### src/rtl/crc32_pkg.sv
// Shared constants, FSM state type and the bytewise reflected CRC-32 step
// used by the Ethernet FCS engine.
package crc32_pkg;

  localparam logic [31:0] CRC_POLY    = 32'hEDB88320;
  localparam logic [31:0] CRC_INIT    = 32'hFFFFFFFF;
  localparam logic [31:0] CRC_RESIDUE = 32'hDEBB20E3;

  typedef enum logic {
    ST_IDLE  = 1'b0,
    ST_ACCUM = 1'b1
  } state_t;

  // One byte through the reflected LFSR, LSB first, eight unrolled steps.
  function automatic logic [31:0] crc32_byte(input logic [31:0] crc,
                                             input logic [7:0]  data);
    logic [31:0] c;
    c = crc ^ {24'h000000, data};
    for (int i = 0; i < 8; i++) begin
      c = c[0] ? ((c >> 1) ^ CRC_POLY) : (c >> 1);
    end
    return c;
  endfunction

endpackage

### src/rtl/crc32_fold.sv
// Combinational fold of one beat into the CRC register: enabled bytes are
// applied in ascending lane order, disabled lanes pass the value through.
module crc32_fold
  import crc32_pkg::*;
#(
  parameter  int DATA_W = 32,
  localparam int KEEP_W = DATA_W / 8
) (
  input  logic [31:0]       crc_in,
  input  logic [DATA_W-1:0] data,
  input  logic [KEEP_W-1:0] keep,
  output logic [31:0]       crc_out
);

  always_comb begin
    crc_out = crc_in;
    for (int i = 0; i < KEEP_W; i++) begin
      if (keep[i]) begin
        crc_out = crc32_byte(crc_out, data[8*i +: 8]);
      end
    end
  end

endmodule

### src/rtl/crc32_stream.sv
// Streaming Ethernet CRC-32 engine: framed beats in, one registered FCS /
// check result per frame out over a one-deep valid/ready slot.
module crc32_stream
  import crc32_pkg::*;
#(
  parameter  int DATA_W = 32,
  localparam int KEEP_W = DATA_W / 8
) (
  input  logic              clk,
  input  logic              rst,
  input  logic              s_valid,
  output logic              s_ready,
  input  logic [DATA_W-1:0] s_data,
  input  logic [KEEP_W-1:0] s_keep,
  input  logic              s_sof,
  input  logic              s_eof,
  input  logic              s_mode,
  output logic              m_valid,
  input  logic              m_ready,
  output logic [31:0]       m_crc,
  output logic              m_ok,
  output logic              m_err,
  output logic              busy
);

  state_t      state, state_next;
  logic [31:0] crc_reg, crc_next;
  logic [31:0] fold_seed, fold_out;
  logic        err_flag, err_next;
  logic        mode_reg, mode_next;
  logic        emit, emit_err, emit_mode;
  logic        accept, beat_err, keep_legal_eof;
  logic [KEEP_W-1:0] keep_inc;

  // Only an eof beat needs the result slot, so only it is held back.
  assign s_ready = !(m_valid && !m_ready && s_eof);
  assign accept  = s_valid && s_ready;
  assign busy    = (state == ST_ACCUM);

  // Contiguous-from-bit-0 means keep+1 is a power of two.
  assign keep_inc       = s_keep + 1'b1;
  assign keep_legal_eof = (s_keep != '0) && ((s_keep & keep_inc) == '0);
  assign beat_err       = s_eof ? !keep_legal_eof : !(&s_keep);

  assign fold_seed = s_sof ? CRC_INIT : crc_reg;

  crc32_fold #(.DATA_W(DATA_W)) u_fold (
    .crc_in  (fold_seed),
    .data    (s_data),
    .keep    (s_keep),
    .crc_out (fold_out)
  );

  always_comb begin
    state_next = state;
    crc_next   = crc_reg;
    err_next   = err_flag;
    mode_next  = mode_reg;
    emit       = 1'b0;
    emit_err   = beat_err || err_flag;
    emit_mode  = mode_reg;
    if (accept) begin
      if (s_sof) begin
        mode_next = s_mode;
        emit_mode = s_mode;
        // A sof inside a frame aborts the old frame and taints the new one.
        emit_err  = beat_err || err_flag || (state == ST_ACCUM);
      end
      if (!s_sof && state == ST_IDLE) begin
        err_next = 1'b1;
      end else if (s_eof) begin
        emit       = 1'b1;
        state_next = ST_IDLE;
        crc_next   = CRC_INIT;
        err_next   = 1'b0;
      end else begin
        state_next = ST_ACCUM;
        crc_next   = fold_out;
        err_next   = emit_err;
      end
    end
  end

  always_ff @(posedge clk or posedge rst) begin
    if (rst) begin
      state    <= ST_IDLE;
      crc_reg  <= CRC_INIT;
      err_flag <= 1'b0;
      mode_reg <= 1'b0;
    end else begin
      state    <= state_next;
      crc_reg  <= crc_next;
      err_flag <= err_next;
      mode_reg <= mode_next;
    end
  end

  // Result slot: a new result may load on the same edge the old one drains.
  always_ff @(posedge clk or posedge rst) begin
    if (rst) begin
      m_valid <= 1'b0;
      m_crc   <= 32'h0;
      m_ok    <= 1'b0;
      m_err   <= 1'b0;
    end else if (emit) begin
      m_valid <= 1'b1;
      m_crc   <= ~fold_out;
      m_ok    <= emit_mode && (fold_out == CRC_RESIDUE);
      m_err   <= emit_err;
    end else if (m_ready) begin
      m_valid <= 1'b0;
    end
  end

endmodule

### config.mk
export PLATFORM = sky130hd
export DESIGN_NAME = crc32_stream
export DESIGN_NICKNAME = d
export VERILOG_FILES = /design/src/rtl/crc32_pkg.sv /design/src/rtl/crc32_fold.sv /design/src/rtl/crc32_stream.sv
export SDC_FILE = /design/constraint.sdc
export NUM_CORES = 1
export LEC_CHECK = 0
export CAP_MARGIN = 20
export CORE_MARGIN = 2
export CORE_UTILIZATION = 45
export CTS_CLUSTER_SIZE = 30
export DETAILED_ROUTE_END_ITERATION = 10
export GPL_TIMING_DRIVEN = 0
export PLACE_DENSITY = 0.61
export RECOVER_POWER = 50
export SLEW_MARGIN = 20
export SYNTH_ARGS = -nofsm -noshare
export SYNTH_HDL_FRONTEND = slang
export SYNTH_SLANG_ARGS = --single-unit
### constraint.sdc
create_clock -name clk -period 8.4 [get_ports clk]
set_input_delay 1.68 -clock clk [delete_from_list [all_inputs] [get_ports clk]]
set_output_delay 1.68 -clock clk [all_outputs]
set_load 0.05 [all_outputs]
* Word level (Yosys, flattened, before mapping) *
Index checks and enable logic that the tools add are counted.

cells by class
  $add $sub $neg = 1
  eq/ne operators = 1
  muxes and demuxes = 51
  bitwise operators = 40
  reduce and logical (&&, ||, !) cells = 18

operators with widths
  cell                                                            count
  32-bit 2-to-1 mux                                               38
  13-bit inverter with 14-bit output                              32
  32-bit by 8-bit XOR with 32-bit output                          4
  32-bit equality test (second input constant)                    1
  32-bit inverter                                                 1
  1-bit 2-to-1 mux                                                13
  1-bit logical AND                                               6
  1-bit logical NOT                                               5
  4-bit by 1-bit adder with 4-bit output (second input constant)  1
  4-bit bitwise AND                                               1
  4-bit logical NOT                                               1
  4-bit AND reduction                                             1
  4-bit nonzero test                                              1
  1-bit logical OR                                                2
  1-bit inverter                                                  2
  2-bit AND reduction                                             1
  2-bit nonzero test                                              1

storage, ports and cells
  register bits after elaboration = 70
  input bits = 43
  word-level logic and storage cells = 119

* Depth between registers and ports, before layout *
  depth after elaboration = 75
  gate-level depth with buffers = 23
  gate-level depth less buffers = 17

* Cells and area by module *
Synthesis repeated with hierarchy kept, for this count alone.

unflattened totals
  cell total of the unflattened synthesis = 864
  area, all modules = 8,373.0 µm²

by module, submodules not included
  module        times used  cells each  area each (µm²)  sequential area each (µm²)
  crc32_fold    1           544         5,213.8          0.0
  crc32_stream  1           320         3,159.3          1,791.7

* Worst setup path before layout *
Ideal clock, no wire load.

  path kind = input port to flip-flop
  start = input port s_data[0]
  end = register m_ok
  arrival = 6,591 ps
  path slack = 1,713 ps
  stages on the path = 19
  path buffers = 2
  cell sequence = buf_2 -> xor2_1 -> or3_1 -> a22o_1 -> a31o_2 -> xnor3_1 -> xor3_1 -> a21oi_1 -> xnor2_1 -> nor2_1 -> a2111oi_1 -> a22oi_1 -> or2_1 -> buf_2 -> and3_1 -> or4b_1 -> a211oi_1 -> o2111ai_1 -> o31ai_1

on the way
  cells in the longest elaborated chain, start to end = 55
  elaborated cells on any way between the ends = 73
  classes of those cells = eq/ne (1); mux (36); bitwise (35); reduce/logical (1)

ends and longest elaborated chain
  element                                              RTL line             source
  start: declaration                                   crc32_stream.sv:13   input logic [DATA_W-1:0] s_data,
  32-bit by 8-bit XOR with 32-bit output *             crc32_pkg.sv:18      c = crc ^ {24'h000000, data};
  32-bit 2-to-1 mux *                                  crc32_pkg.sv:20      c = c[0] ? ((c >> 1) ^ CRC_POLY) : (c >> 1);
  13-bit inverter with 14-bit output (no source line)  n/a
  32-bit 2-to-1 mux *                                  crc32_pkg.sv:20
  13-bit inverter with 14-bit output (no source line)  n/a
  32-bit 2-to-1 mux * (2 in a row)                     crc32_pkg.sv:20
  13-bit inverter with 14-bit output (no source line)  n/a
  32-bit 2-to-1 mux *                                  crc32_pkg.sv:20
  [32 not listed]                                      n/a
  32-bit 2-to-1 mux *                                  crc32_fold.sv:18     if (keep[i]) begin
  32-bit by 8-bit XOR with 32-bit output               crc32_pkg.sv:18
  32-bit 2-to-1 mux (2 in a row)                       crc32_pkg.sv:20
  13-bit inverter with 14-bit output (no source line)  n/a
  32-bit 2-to-1 mux (6 in a row)                       crc32_pkg.sv:20
  32-bit 2-to-1 mux *                                  crc32_fold.sv:18
  32-bit equality test *                               crc32_stream.sv:108  m_ok <= emit_mode && (fold_out == CRC_RESIDUE);
  1-bit logical AND *                                  crc32_stream.sv:108
  end signal: assignment                               crc32_stream.sv:108
  end: declaration                                     crc32_stream.sv:21   output logic m_ok,

Mark *: on every way between the ends. The rest lies on a longest branch, timed or not.
A chain may end at the register's enable or synchronous reset.

* Final worst setup path *
  start = input port s_sof
  end = register m_ok

on the way
  cells in the longest elaborated chain, start to end = 56
  elaborated cells on any way between the ends = 81
  classes of those cells = eq/ne (1); mux (41); bitwise (36); reduce/logical (3)

ends and longest elaborated chain
  element                                                                                          RTL line             source
  start: declaration                                                                               crc32_stream.sv:15   input logic s_sof,
  32-bit 2-to-1 mux                                                                                crc32_stream.sv:45   assign fold_seed = s_sof ? CRC_INIT : crc_reg;
  32-bit by 8-bit XOR with 32-bit output                                                           crc32_pkg.sv:18
  32-bit 2-to-1 mux / 13-bit inverter with 14-bit output (equally long branches) (5 in a row)      n/a
  13-bit inverter with 14-bit output (no source line) / 32-bit 2-to-1 mux (equally long branches)  n/a
  32-bit 2-to-1 mux / 13-bit inverter with 14-bit output (equally long branches)                   n/a
  13-bit inverter with 14-bit output (no source line) / 32-bit 2-to-1 mux (equally long branches)  n/a
  32-bit 2-to-1 mux / 13-bit inverter with 14-bit output (equally long branches)                   n/a
  32-bit 2-to-1 mux, or another cell as far along                                                  crc32_pkg.sv:20
  [34 not listed]                                                                                  n/a
  13-bit inverter with 14-bit output (no source line) / 32-bit 2-to-1 mux (equally long branches)  n/a
  32-bit 2-to-1 mux / 13-bit inverter with 14-bit output (equally long branches) (3 in a row)      n/a
  13-bit inverter with 14-bit output (no source line) / 32-bit 2-to-1 mux (equally long branches)  n/a
  32-bit 2-to-1 mux / 13-bit inverter with 14-bit output (equally long branches)                   n/a
  32-bit 2-to-1 mux                                                                                crc32_pkg.sv:20
  32-bit 2-to-1 mux                                                                                crc32_fold.sv:18
  32-bit equality test                                                                             crc32_stream.sv:108
  1-bit logical AND                                                                                crc32_stream.sv:108

Several ways; a longest one is shown, not always the timed one.

==> flow_summary.json <==
{
  "outcome": "finished, violations left",
  "violated_checks": "max-capacitance violations, max-slew violations",
  "htreeDepth": 3,
  "synthDistinctLibCells": 88,
  "tritoncts": "done",
  "cts-buffers-inserted": 9,
  "clk_transition_reported_paths_ps": 60,
  "numPlacedInstances": 1436,
  "areaGrowthSynthToFinish_pct": 15.8,
  "layoutNonFillerInstCount": 1452,
  "worst_path_arrival_time_ps": 8290,
  "ctsHoldBuffers": 0,
  "port-buffer-count": 68,
  "avgViaCountPerCell": 6.12,
  "drive_gt1_share_pct": 12.8,
  "dr.first_iter.drc_count": 870,
  "max_slew.worst_pin.slew_ps": 2300,
  "drc_errors": 0,
  "setup.worst_path.end_class": "flip-flop",
  "crit_path_start_kind": "primary input",
  "synth-async-reset-ratio_pct": 100,
  "number_of_vias_in_the_routed_layout": 8880,
  "worst-setup-path-type": "in2reg",
  "grt_start_max_net_pins": 45,
  "die_w_um": 149,
  "synthesis.instances": 1092,
  "dpl.hpwl_mm": 26.5,
  "cts_root_buffer": "clkbuf_16",
  "drtPass1Iterations": 7,
  "most_common_cell_after_layout_fill_and_taps_aside": "xnor2_1",
  "clock_insertion_delay_worst_skew_ps": 330,
  "grt_overflow": 0,
  "antenna_violating_nets_post_route": 0,
  "critical-path-top-delay-family": "buffers and inverters",
  "number_of_enable_flip_flop_cells_after_synthesis": 0,
  "post_drt_wl_per_cell_um": 23.1,
  "grt_first_pass_wirelength_mm": 49.9,
  "synth.yosys.warnings": 0,
  "cp_num_buf_inv": 9,
  "num_rows": 53,
  "maxCapViolations": 1,
  "ctsLongestPathBuffers": 2,
  "synthesis.nets": 1135,
  "core_area_sq_um": 20800,
  "die_y_um": 149,
  "design.portCount": 80,
  "min_period_over_period_pct": 96.0,
  "hold_path.class": "reg2reg",
  "synthFlopType": "dfrtp_1",
  "timing.critical_path.cells": "clkdlybuf4s50_1 -> buf_6 -> buf_6 -> buf_2 -> buf_2 -> buf_2 -> buf_2 -> buf_2 -> clkbuf_2 -> o21ai_0 -> or3b_2 -> o221ai_1 -> xnor3_1 -> o21bai_1 -> xor2_1 -> a21oi_2 -> xor2_2 -> o21ai_1 -> and4_1 -> or3_1 -> a31oi_4 -> nor4b_1 -> nand4_1 -> o31ai_1",
  "final-max-slew-violation-count": 45,
  "ys_seq_area_share_pct": 19.0,
  "layout_common_cells": "xnor2_1, nor2_1, nand2_1, a21oi_1, o21ai_0",
  "syn-cell-area_sq_um": 9450,
  "grtUsageTotal_pct": 29.9,
  "critical_path_peak_fanout": 10,
  "timing.fmax_mhz": 124,
  "grt_pass1_vias": 8301,
  "yosys_register_bits": 70,
  "nNetsFinal": 1215,
  "worstPathRequired_ps": 8620,
  "finClkSkew_ps": 9.48,
  "timing.final.setup_violations": 0,
  "timing.reg2reg.setup_slack_ps": 1740,
  "timing_hold_violations_final": 0,
  "post_synth.cell_area_avg_sq_um": 8.66,
  "start_util_pct": 45.4,
  "post_cts.repair.setup_buffers": 0,
  "cts_sinks": 70,
  "critPathMostFrequentCell": "buf_2",
  "rsz0062_at_grt": "false",
  "timing.critical_path.slowest_stage_cell": "clkdlybuf4s50_1",
  "finalWorstPathRequiredPeriod_ps": 8070,
  "max_incr_delay_on_cp_ps": 490,
  "gp_congestion": 0.990,
  "max-slew-margin-rel_pct": -53.3,
  "die-area_sq_um": 22200,
  "antenna_found_initial": 0,
  "wirelength_mm": 33.5,
  "diodes": 0
}
Yosys cell counts, types with 5 or more instances:
library cell  count  share of area, %
o211a_1           7              0.74
nand4_1           9              0.60
a31o_2            5              0.46
o22a_1           19               1.8
clkbuf_1         45               1.8
o211ai_1         16               1.3
mux2i_1          40               4.2
o22ai_1          11              0.73
a21oi_1          59               3.1
nand3_1          12              0.64
xnor2_1         168                16
o21bai_1          5              0.40
o221ai_1          5              0.46
a211o_1           6              0.56
nor2_1          114               4.5
a21o_1            6              0.48
xor2_1           45               4.2
dfstp_2          32               8.9
a31oi_1          12              0.79
nor2b_1           9              0.60
and2_1           11              0.73
mux2_2           20               2.4
inv_1            15              0.60
or2_2             7              0.46
and4_1            6              0.56
a211oi_1         11              0.87
o21a_1           12              0.95
nor3_1           33               1.7
xnor3_1          35               8.3
nor4_1           17               1.1
buf_2            19               1.0
o21ai_0          54               2.9
or3_1            16               1.1
dfrtp_1          38                10
xor3_1            8               2.0
nand2_1          70               2.8
per-layer routing:
metal	part of all wire (%)	GRT usage [%]	up-vias	wire, um
li1	-	-	4102	-
met4	4.6	13.0	0	1550
met1	44	42.0	4276	14700
met3	7.9	4.77	80	2660
met5	0	0	-	0
met2	44	45.3	422	14600
stage by stage:
step / utilization, % / instance area (sq um) / setup slack [ps] / TNS, ps / hold slack, ps
6_report: 52.6 / 10900 / 332 / 0 / 489
5_1_grt: 52.6 / 10900 / 15.8 / 0 / 520
4_1_cts: 52.2 / 10900 / 30.1 / 0 / 493
3_5_place_dp: 50.4 / 10500 / -591 / -1970 / 474
3_3_place_gp: 50.3 / 10500 / -517 / -2490 / 479
2_1_floorplan: - / 9450 / 1710 / 0 / 465
final cells by class:
type / count / area, sq um
repair buffers: 69 / 684
clock inverters: 5 / 82.6
clock buffers: 11 / 243
multi-input cells: 934 / 7410
flip-flops and latches: 70 / 1790
inverters: 15 / 57.6
fillers: 2026 / 9880
plain buffers: 73 / 334
well taps: 275 / 344
worst min-delay path: cells and delay by family (launching register included):
family             cells  cell delay (ps)
DFF                    1              340
AOI/OAI and AO/OA      1               60
and+or+nand+nor        1               50
repair_timing:
item	CTS	global route
pin swaps	0	0
gates resized for setup	7	23
endpoints found under the setup margin	2	11
logic make-up after synthesis:
group           synth area share (%)
compound gates                  20.4
xor+xnor                        32.7
buf+inv                         4.06
flops                           19.0
mux                             6.76
simple gates                    17.1
path summary, 6_finish.rpt:
check | from | endpoint | depth (start not counted)
min in group asynchronous | rst | m_crc[18] | 2
max in group asynchronous | rst | m_crc[5] | 3
setup / recovery | s_sof | m_ok | 24
setup reg to reg | crc_reg[3] | m_ok | 19
hold reg to reg | m_crc[9] | m_crc[9] | 2
hold / removal | m_crc[9] | m_crc[9] | 2
Power is not shown: default switching activity piles up to over one toggle a cycle in this logic, so the estimate is an artifact.
